===== src/rtl/tick_timer_arbiter.sv =====
// ---------------------------------------------------------------------------
// tick_timer_arbiter
//   Shared timebase controller. One prescaler and one down-counter are
//   time-multiplexed among N_REQ requesters. Each requester asks for a delay
//   of D prescaled ticks and receives a one-cycle done pulse on expiry.
//   tick is a clock-enable pulse, never a clock; everything runs on clk.
//
// Ports
//   clk     in   system clock
//   rst     in   synchronous, active-high reset
//   req     in   [N_REQ]        level request per requester, held until done
//   dly_in  in   [N_REQ*CNT_W]  packed delays, slice i = dly_in[i*CNT_W +: CNT_W]
//   grant   out  [N_REQ]        registered one-hot owner, zero when idle
//   done    out  [N_REQ]        registered one-cycle expiry pulse
//   tick    out                 registered one-cycle pulse per prescaler wrap
//   busy    out                 high whenever the controller is not idle
// ---------------------------------------------------------------------------
module tick_timer_arbiter #(
   parameter int unsigned TICK_DIV = 25000000,
   parameter int unsigned DIV_W    = 25,
   parameter int unsigned N_REQ    = 4,
   parameter int unsigned CNT_W    = 8
) (
   input  logic                   clk,
   input  logic                   rst,
   input  logic [N_REQ-1:0]       req,
   input  logic [N_REQ*CNT_W-1:0] dly_in,
   output logic [N_REQ-1:0]       grant,
   output logic [N_REQ-1:0]       done,
   output logic                   tick,
   output logic                   busy
);

   localparam int unsigned PTR_W = $clog2(N_REQ);

   typedef enum logic [1:0] {
      ST_IDLE = 2'd0,
      ST_RUN  = 2'd1,
      ST_DONE = 2'd2
   } state_t;

   state_t             r_state;
   logic [N_REQ-1:0]   r_grant;
   logic [N_REQ-1:0]   r_done;
   logic               r_tick;
   logic               r_busy;
   logic [DIV_W-1:0]   r_presc;
   logic [CNT_W-1:0]   r_cnt;
   logic [PTR_W-1:0]   r_ptr;
   logic [PTR_W-1:0]   r_owner;

   logic               w_found;
   logic [PTR_W-1:0]   w_win;
   logic [PTR_W:0]     w_sum;
   logic [N_REQ-1:0]   w_onehot;
   logic [CNT_W-1:0]   w_dly;
   logic [DIV_W-1:0]   w_presc_nxt;
   logic               w_abort;
   logic               w_last_tick;

   // Round-robin scan starting at r_ptr; index kept one bit wider so the
   // modulo wrap is a single conditional subtract.
   always_comb begin
      w_found = 1'b0;
      w_win   = '0;
      w_sum   = '0;
      for (int unsigned i = 0; i < N_REQ; i++) begin
         w_sum = {1'b0, r_ptr} + (PTR_W+1)'(i);
         if (w_sum >= (PTR_W+1)'(N_REQ)) begin
            w_sum = w_sum - (PTR_W+1)'(N_REQ);
         end
         if (!w_found && req[w_sum[PTR_W-1:0]]) begin
            w_found = 1'b1;
            w_win   = w_sum[PTR_W-1:0];
         end
      end
   end

   assign w_onehot    = N_REQ'(1) << w_win;
   assign w_dly       = dly_in[w_win*CNT_W +: CNT_W];
   assign w_presc_nxt = (r_presc == DIV_W'(TICK_DIV - 1)) ? '0 : r_presc + 1'b1;
   assign w_abort     = ~|(req & r_grant);
   // r_tick is high exactly in the cycle the prescaler sits at TICK_DIV-1,
   // so it doubles as the "on tick" qualifier for the countdown.
   assign w_last_tick = r_tick && (r_cnt == CNT_W'(1));

   always_ff @(posedge clk) begin
      if (rst) begin
         r_state <= ST_IDLE;
         r_grant <= '0;
         r_done  <= '0;
         r_tick  <= 1'b0;
         r_busy  <= 1'b0;
         r_presc <= '0;
         r_cnt   <= '0;
         r_ptr   <= '0;
         r_owner <= '0;
      end else begin
         r_done <= '0;
         r_tick <= 1'b0;
         case (r_state)
            ST_IDLE: begin
               if (w_found) begin
                  r_grant <= w_onehot;
                  r_owner <= w_win;
                  r_cnt   <= w_dly;
                  r_presc <= '0;
                  r_busy  <= 1'b1;
                  if (w_dly == '0) begin
                     r_state <= ST_DONE;
                     r_done  <= w_onehot;
                  end else begin
                     r_state <= ST_RUN;
                  end
               end
            end
            ST_RUN: begin
               // Abort wins over a coincident final tick: no done pulse.
               if (w_abort) begin
                  r_state <= ST_IDLE;
                  r_grant <= '0;
                  r_busy  <= 1'b0;
               end else begin
                  r_presc <= w_presc_nxt;
                  // Registered tick: announce next cycle's wrap value now.
                  r_tick  <= (w_presc_nxt == DIV_W'(TICK_DIV - 1));
                  if (r_tick) begin
                     r_cnt <= r_cnt - 1'b1;
                  end
                  if (w_last_tick) begin
                     r_state <= ST_DONE;
                     r_done  <= r_grant;
                  end
               end
            end
            ST_DONE: begin
               r_state <= ST_IDLE;
               r_grant <= '0;
               r_busy  <= 1'b0;
               r_ptr   <= (r_owner == PTR_W'(N_REQ - 1)) ? '0 : r_owner + 1'b1;
            end
            default: begin
               r_state <= ST_IDLE;
               r_grant <= '0;
               r_busy  <= 1'b0;
            end
         endcase
      end
   end

   assign grant = r_grant;
   assign done  = r_done;
   assign tick  = r_tick;
   assign busy  = r_busy;

endmodule


===== config.mk =====
export PLATFORM = sky130hd
export DESIGN_NAME = tick_timer_arbiter
export DESIGN_NICKNAME = d
export VERILOG_FILES = /design/src/rtl/tick_timer_arbiter.sv
export SDC_FILE = /design/constraint.sdc
export NUM_CORES = 1
export LEC_CHECK = 0
export BUFFER_PORTS_ARGS = -buffer_cell sky130_fd_sc_hd__buf_2
export CORE_MARGIN = 2
export CORE_UTILIZATION = 40
export CTS_BUF_LIST = sky130_fd_sc_hd__clkbuf_4 sky130_fd_sc_hd__clkbuf_8 sky130_fd_sc_hd__clkbuf_16
export DETAILED_ROUTE_END_ITERATION = 8
export SLEW_MARGIN = 40
export SYNTH_ARGS = -nofsm -noshare
export SYNTH_HDL_FRONTEND = slang
export SYNTH_SLANG_ARGS = --single-unit

===== constraint.sdc =====
create_clock -name clk -period 2.4 [get_ports clk]
set_input_delay 0.36 -clock clk [delete_from_list [all_inputs] [get_ports clk]]
set_output_delay 0.36 -clock clk [all_outputs]
set_load 0.1 [all_outputs]

==> metrics.cfg, run 1 <==
[clock_network]
clk_pin_slew_ns = 0.11
clk_latency_ns = 0.32
numClockSinks = 49
cts-hold-fix-buffers = 0
cts_tree = done
clockRootBuffer = clkbuf_8
clk_path_buf_depth = 2
htree_levels = 2
cts_buffers = 5

[synthesis]
synth_top_cell_by_area = dfxtp_1
netlist_instances = 429
synth-edff-count = 0
ys_seq_area_frac = 0.305
synthesis.nets = 471
yosysTopAreaCellShare = 0.305
syn_area_um2 = 3210
synthDistinctLibCells = 59
yosysWarnings = 0
ys.flop_type = dfxtp_1
async_reset_ff_frac = 0
ys_ff_latch = 49
synth_area_per_cell_um2 = 7.49
ys_top_cells_by_area = dfxtp_1, nand2_1, o21ai_0, nor2_1, a21oi_1

[sta]
period_share = 0.982
hold_ws_ns = 0.441
slew_viol_final = 0
period_needed_ns = 2.36
rsz0062_at_grt = yes
setup_viol = 0
finClkSkew_ns = 0.0110
max_slew_margin = 0.575
hold_violations = 0
worstMarginPinSlew_ns = 0.635
max_freq_ghz = 0.424
tns_ns = 0

[global_routing]
grt_usage = 0.217
grt_pass1_vias = 3233
antenna_found_initial = 0
grt_max_degree = 25
grt_pass1_wl_um = 15400
grt.overflow.total = 0

[critical_path]
critPathMaxStageDelay_ns = 0.58
end_kind = register
path_buf_inv = 1
critPathTopFamily = simple AND/OR/NAND/NOR gates
crit_path_top_delay_cell = or4b_4
crit_arrival_ns = 2.59
crit_fanout = 8
ff2ff_path_depth = 8
critPathKind = register to register
start_kind = register
r2r_start = r_ptr[0]$_SDFFE_PP0N_
r2r_slack_ns = 0.04
required_ns = 2.63
reg2reg_to = done[0]$_SDFF_PP0_
crit_chain = nor2b_2 -> or4b_4 -> buf_8 -> nand3_1 -> a32oi_4 -> nor4_4 -> nand4b_4 -> o41ai_2

[final_layout]
final_cell_area_um2 = 4250
layout_commonest_cell = buf_4
diodes = 0
fin_nets = 553
final_layout_size_suffix_gt1_frac = 0.318
final_util = 0.547
final_cell_mix = buf_4, nand2_1, buf_2
area_delta_synth_final_pct = 32.3

[outcome]
outcome = finished clean

[drt]
vias = 3573
wl_per_cell_um = 15.7
ant_nets = 0
drc_errors = 0
drt-total-wl_um = 9660
viasPerCell = 5.82
drt_first_pass_iters = 4
dr.first_iter.drc_count = 235

[power_and_ir_drop]
power.total_mw = 1.88
ir_drop_v = 0.000268
powerDensity_nw_per_um2 = 443
p_leak_nw = 1.74

[placement]
dpl-instance-area_um2 = 3910
io_buffers = 47
gp_congestion = 0.852
dp_hpwl_um = 6930

[floorplanning]
initial_utilization = 0.413
die_y_um = 93.6
dieArea_um2 = 8760
rows = 32
core_um2 = 7770
pin_count = 48
die_w_um = 93.6

[worst_hold_path]
min_from = rst
hold_class = input port to register
hold_path_end = grant[1]$_SDFFE_PP0P_
holdPathStages = 3

[job]
maxCapViolCount = 0

-- cell families after synthesis --
logic type	share of synthesized area
fa+ha+maj	0.0156
flops	0.305
xor+xnor	0.0245
buf+inv	0.0506
compound gates	0.287
simple gates	0.310
mux	0.00623
-- worst register-to-register path, stage by stage (launching register included) --
cell and delay, ns:
dfxtp_2 0.38, nor2b_2 0.06, or4b_4 0.58, buf_8 0.16, nand3_1 0.15, a32oi_4 0.09, nor4_4 0.36, nand4b_4 0.20
o41ai_2 0.30
-- worst max path at each step --
stage,to,slack [ns],depth (start not counted),startpoint
6_report,done[0]$_SDFF_PP0_,0.04,8,r_ptr[0]$_SDFFE_PP0N_
5_1_grt,done[1]$_SDFF_PP0_,-0.06,8,r_ptr[0]$_SDFFE_PP0N_
4_1_cts,done[1]$_SDFF_PP0_,0.007,8,r_ptr[0]$_SDFFE_PP0N_
3_5_place_dp,done[3]$_SDFF_PP0_,-0.31,9,req[2]
3_3_place_gp,r_state[0]$_SDFFE_PP0P_,-0.24,10,req[2]
2_1_floorplan,done[0]$_SDFF_PP0_,0.02,8,req[2]
-- synth_stat cells, types with 2 or more instances --
library cell  count
a2bb2oi_1         3
buf_2             4
and2_1           10
nor3_1           11
nor4_1            7
or4_1             2
o21a_1            2
mux2i_1           2
o31ai_1           8
o41ai_1           7
dfxtp_1          49
a32oi_1           7
nand4_1           9
xor2_1            2
xnor2_1           7
a221oi_1          5
and3_1            8
a211oi_1          3
and4_1            6
o22a_1            2
o211a_1           2
a31oi_1           4
a211o_1           5
clkbuf_1         27
o21ai_0          33
ha_1              4
o21bai_1          2
a21bo_2           4
nor3b_1           6
nor2_1           42
a21oi_1          24
o41ai_2           2
nand2b_1          2
nand2_1          51
nand3_1          22
nand3b_1          2
a22oi_1           7
nor2b_1           8
inv_1             5
a21o_1            3
a22o_1            2
-- report_power, final --
| part | switching (mW) | internal (mW) |
|---|---|---|
| Combinational | 0.278 | 0.213 |
| Clock | 0.309 | 0.213 |
| Sequential | 0.0264 | 0.841 |
| Total | 0.613 | 1.27 |
-- metrics by stage --
step / cells / setup slack [ns]
final: 614 / 0.0437
after global routing: 614 / -0.0645
after CTS: 612 / 0.00652
after detailed placement: 603 / -0.312
after global placement: 603 / -0.239
after floorplan: 429 / 0.0218
-- metal layers --
metal  vias to the layer above  global-route usage  part of all wire
met5                         -                   0                 0
met2                        81               0.340              0.46
li1                       1767                   -                 -
met3                        18              0.0314             0.037
met4                         0              0.0531             0.016
met1                      1707               0.313              0.49
-- repair_timing --
item | in CTS | in global routing
pin swaps | 5 | 8
gates resized for setup | 14 | 32
endpoints found under the setup margin | 10 | 21
setup buffers | 1 | 2
-- flip-flops by register name, summed over array words and instances, names as in the netlist --
register and count:
r_owner 2, busy 1, r_cnt 8, r_ptr 2, tick 1, grant 4, r_state 2, done 4
r_presc 25
-- final cells by class --
class                      instances  area [um2]
multi-input combinational        341        2270
timing repair buffer             109         736
clock buffer                       5        68.8
clock inverter                     3        26.3
sequential                        49         998
inverter                           5        18.8
fill                             736        3520
tap                              102         128
Power figures use the tool's default switching activity.
==> run 2: changes to the inputs <==
--- a/config.mk
+++ b/config.mk
@@ -10,6 +10,7 @@
 export CORE_UTILIZATION = 40
 export CTS_BUF_LIST = sky130_fd_sc_hd__clkbuf_4 sky130_fd_sc_hd__clkbuf_8 sky130_fd_sc_hd__clkbuf_16
 export DETAILED_ROUTE_END_ITERATION = 8
+export PLACE_DENSITY = 0.74
 export SLEW_MARGIN = 40
 export SYNTH_ARGS = -nofsm -noshare
 export SYNTH_HDL_FRONTEND = slang
==> run 2 against run 1 <==
Compared with the run above: the run now ends with setup timing left; cell area down 1.2%; core utilization down 0.66 points; non-clock buffer count up 1; largest cell class unchanged; largest power group unchanged.
==> metrics.cfg, run 2 (synthesized netlist as in run 1, its figures left out) <==
[sta]
period_share = 1.00
hold_ws_ns = 0.412
slew_viol_final = 0
max_slew_margin = 0.603
period_needed_ns = 2.41
setup_viol = 2
tns_ns = -0.0171
rsz0062_at_grt = yes
layout_setup_ws_ns = -0.0112
hold_violations = 0
max_freq_ghz = 0.415
finClkSkew_ns = 0.0136
worstMarginPinSlew_ns = 0.595

[drt]
vias = 3609
drt-total-wl_um = 9540
dr.first_iter.drc_count = 239
drc_errors = 0
viasPerCell = 5.85
wl_per_cell_um = 15.5
ant_nets = 0
drt_first_pass_iters = 5

[placement]
dpl-instance-area_um2 = 3870
gp_congestion = 0.941
dp.cells = 600
io_buffers = 47
dp_hpwl_um = 6750
dpl_worst_slack_ns = -0.300

[global_routing]
grt_pass1_wl_um = 14900
antenna_found_initial = 0
grt_max_degree = 25
grt_usage = 0.209
grt_pass1_vias = 3252
grt.overflow.total = 0

[outcome]
violations = setup timing
outcome = complete, but fails checks

[clock_network]
cts_tree = done
clockRootBuffer = clkbuf_8
htree_levels = 2
cts_buffers = 5
clk_path_buf_depth = 2
clk_latency_ns = 0.31
clk_pin_slew_ns = 0.09
numClockSinks = 49

[floorplanning]
rows = 32
initial_utilization = 0.413
die_w_um = 93.6
pin_count = 48
dieArea_um2 = 8760
die_y_um = 93.6
core_um2 = 7770

[job]
maxCapViolCount = 0

[critical_path]
end_kind = register
required_ns = 2.62
critPathKind = register to register
crit_fanout = 6
ff2ff_path_depth = 8
start_kind = register
crit_arrival_ns = 2.64

[final_layout]
final_cell_area_um2 = 4200
instances_no_fill = 617
final_cell_mix = buf_4, nand2_1, buf_2
top_regs = r_presc x25, r_cnt x8
diodes = 0
largest_register_ffs = 25
layout_commonest_cell = buf_4
fin_nets = 556
final_layout_size_suffix_gt1_frac = 0.315
final-seq-area_um2 = 1000
fill_cells = 723
multi_input_area_um2 = 2240
final_util = 0.540
area_delta_synth_final_pct = 30.7
largest-register = r_presc

[power_and_ir_drop]
power.total_mw = 1.83
powerDensity_nw_per_um2 = 436
p_leak_nw = 1.71
ir_drop_v = 0.000207

[worst_hold_path]
holdPathStages = 2
hold_class = input port to register

## run 2: per-layer routing
metal,vias to the layer above,share of wire,GRT usage
met5,-,0,0
met3,24,0.069,0.0322
met4,0,0.025,0.0700
met1,1667,0.43,0.268
met2,145,0.48,0.357
li1,1773,-,-
## run 2: worst paths after layout
path,from,slack [ns],endpoint
setup reg to reg,r_ptr[0]$_SDFFE_PP0N_,-0.01,done[1]$_SDFF_PP0_
setup / recovery,r_ptr[0]$_SDFFE_PP0N_,-0.01,done[1]$_SDFF_PP0_
hold reg to reg,grant[2]$_SDFFE_PP0P_,0.47,done[2]$_SDFF_PP0_
hold / removal,rst,0.41,r_ptr[0]$_SDFFE_PP0N_
## run 2: power by group
| group | internal (mW) | switching [mW] | total [mW] |
|---|---|---|---|
| clock | 0.214 | 0.275 | 0.489 |
| combinational | 0.207 | 0.267 | 0.474 |
| sequential | 0.839 | 0.0279 | 0.867 |
## run 2: what timing repair did
item                                    CTS  global route
endpoints found under the setup margin    8            17
gates cloned                              0             2
pin swaps                                 0            12
setup buffers                             0             7
gates resized for setup                   5            36
hold buffers                              0             0
## run 2: area by class of cell
class,count,share of cell area
multi-input cells,343,0.534
repair buffers,110,0.171
clock buffers,6,0.0182
well taps,102,0.0304
clock inverters,2,0.00238
inverters,5,0.00447
flip-flops and latches,49,0.239
## run 2: worst max-delay path: stages (launching register included)
cell,delay [ns]
dfxtp_4,0.39
nor2b_4,0.05
buf_6,0.12
a211o_4,0.36
a221oi_4,0.34
a32oi_2,0.11
nor4_2,0.35
nand4b_2,0.24
o41ai_2,0.35
==> run 3: changes to the inputs <==
--- a/config.mk
+++ b/config.mk
@@ -10,7 +10,7 @@
 export CORE_UTILIZATION = 40
 export CTS_BUF_LIST = sky130_fd_sc_hd__clkbuf_4 sky130_fd_sc_hd__clkbuf_8 sky130_fd_sc_hd__clkbuf_16
 export DETAILED_ROUTE_END_ITERATION = 8
-export PLACE_DENSITY = 0.74
+export PLACE_DENSITY = 0.71
 export SLEW_MARGIN = 40
 export SYNTH_ARGS = -nofsm -noshare
 export SYNTH_HDL_FRONTEND = slang
==> constraint.sdc (replaced) <==
create_clock -name clk -period 2.84 [get_ports clk]
set_input_delay 0.426 -clock clk [delete_from_list [all_inputs] [get_ports clk]]
set_output_delay 0.426 -clock clk [all_outputs]
set_load 0.1 [all_outputs]
==> run 3 against run 2 <==
Compared with the run above: the flow now finishes without violations; register-to-register slack improved by 0.24 ns; clock skew fell by 0.0056 ns; non-clock buffer count fell by 38; critical path depth did not move; wire length fell by 9.1%; final cell count fell by 6.5%; die area did not move; sequential cell count did not move; power fell by 17%; critical path type unchanged; critical endpoint is now r_presc[9]$_SDFFE_PP0P_; highest routed layer unchanged.
==> metrics.cfg, run 3 (synthesized netlist as in run 1, its figures left out) <==
[drt]
drt_first_pass_iters = 4
viasPerCell = 5.97
drc_errors = 0
ant_nets = 0
vias = 3445
drt-total-wl_um = 8670
dr.first_iter.drc_count = 198
wl_per_cell_um = 15.0

[global_routing]
grt_max_degree = 25
antenna_found_initial = 0
grt.overflow.total = 0
grt_pass1_wl_um = 14500
grt_pass1_vias = 3141
grt_usage = 0.201

[power_and_ir_drop]
seq_power_share = 0.488
comb_power_share = 0.224
p_leak_nw = 1.48
powerDensity_nw_per_um2 = 406
p_switching_mw = 0.465
ir_drop_v = 0.000215
p_int_mw = 1.05
p_sw_frac = 0.308
clkPwrFrac = 0.288
power.total_mw = 1.51

[final_layout]
final_layout_size_suffix_gt1_frac = 0.198
final_cell_area_um2 = 3720
largest-register = r_presc
instances_no_fill = 577
diodes = 0
final_cell_mix = nand2_1, dfxtp_1, buf_2
fin_nets = 516
largest_register_ffs = 25
layout_commonest_cell = nand2_1
area_delta_synth_final_pct = 15.9
top_regs = r_presc x25, r_cnt x8

[sta]
hold_violations = 0
setup_viol = 0
worstMarginPinSlew_ns = 0.727
max_freq_ghz = 0.384
slew_viol_final = 0
max_slew_margin = 0.515
finClkSkew_ns = 0.00803
period_share = 0.918
tns_ns = 0
rsz0062_at_grt = no
layout_setup_ws_ns = 0.234
period_needed_ns = 2.61

[critical_path]
crit_fanout = 7
critPathKind = register to register
crit_arrival_ns = 2.79
r2r_start = r_presc[0]$_SDFFE_PP0P_
end_kind = register
critical_path.startpoint = r_presc[0]$_SDFFE_PP0P_
start_kind = register
required_ns = 3.02

[clock_network]
ctsResizeCount = 0
clk_pin_slew_ns = 0.09
cts_tree = done
clk_latency_ns = 0.30
clk_path_buf_depth = 2
clockRootBuffer = clkbuf_8
cts_setup_buffers = 0
htree_levels = 2
cts_buffers = 5
cts-hold-fix-buffers = 0
numClockSinks = 49

[floorplanning]
dieArea_um2 = 8760
die_w_um = 93.6
core_um2 = 7770
pin_count = 48
initial_utilization = 0.413
die_y_um = 93.6
rows = 32

[placement]
dp.cells = 569
io_buffers = 47
gp_congestion = 0.946
dpl_worst_slack_ns = 0.0623
dp_hpwl_um = 6500
dpl-instance-area_um2 = 3620

[job]
maxCapViolCount = 0

[worst_hold_path]
min_from = r_owner[1]$_SDFFE_PP0P_
hold_class = register to register

[outcome]
outcome = finished clean

[run 3: cell count changes in the layout (fill, tap and decap cells not counted), moves of 3 or more]
cell	previous run	this run
buf_4	60	25
dfxtp_4	6	0
dfxtp_1	42	47
a221oi_1	2	5
and2_1	7	10
buf_6	3	0
or4_4	3	0
[run 3: path summary, 6_finish.rpt]
path         slack, ns  cells after the start                       to
min               0.47                      2  r_owner[1]$_SDFFE_PP0P_
min reg2reg       0.47                      2  r_owner[1]$_SDFFE_PP0P_
max               0.23                      8  r_presc[9]$_SDFFE_PP0P_
max reg2reg       0.23                      8  r_presc[9]$_SDFFE_PP0P_
[run 3: cell type report]
cell class | instances | area (um2)
fillers | 782 | 4050
multi-input cells | 341 | 2070
flip-flops and latches | 49 | 983
repair buffers | 72 | 423
well taps | 102 | 128
clock buffers | 6 | 82.6
inverters | 5 | 18.8
clock inverters | 2 | 13.8
[run 3: per-layer routing]
| layer | share of wire | global-route usage | vias up |
|---|---|---|---|
| met4 | 0.013 | 0.0531 | 0 |
| met3 | 0.043 | 0.0258 | 11 |
| met2 | 0.48 | 0.345 | 89 |
| met5 | 0 | 0 | - |
| li1 | - | - | 1693 |
| met1 | 0.47 | 0.267 | 1652 |
[run 3: metrics by stage]
step                 util  hold slack, ns
detailed placement  0.467           0.461
CTS                 0.479           0.475
global route        0.479           0.495
global placement    0.467           0.450
floorplan               -           0.429
finish              0.479           0.471
[run 3: worst max-delay path, cell delays in order (launching register included)]
cell and delay [ns]:
dfxtp_1 0.43, ha_1 0.28, and3_1 0.27, nand2_1 0.15
or4_1 0.64, and2_1 0.34, o21a_1 0.15, o21ai_0 0.13
o41ai_1 0.10
[run 3: power by group through the flow]
stage / combinational, mW / clock (mW) / sequential (mW)
floorplan: 0.205 / 0 / 0.777
global placement: 0.329 / 0 / 0.751
detailed placement: 0.335 / 0 / 0.752
CTS: 0.336 / 0.445 / 0.736
global route: 0.373 / 0.471 / 0.740
finish: 0.338 / 0.435 / 0.736
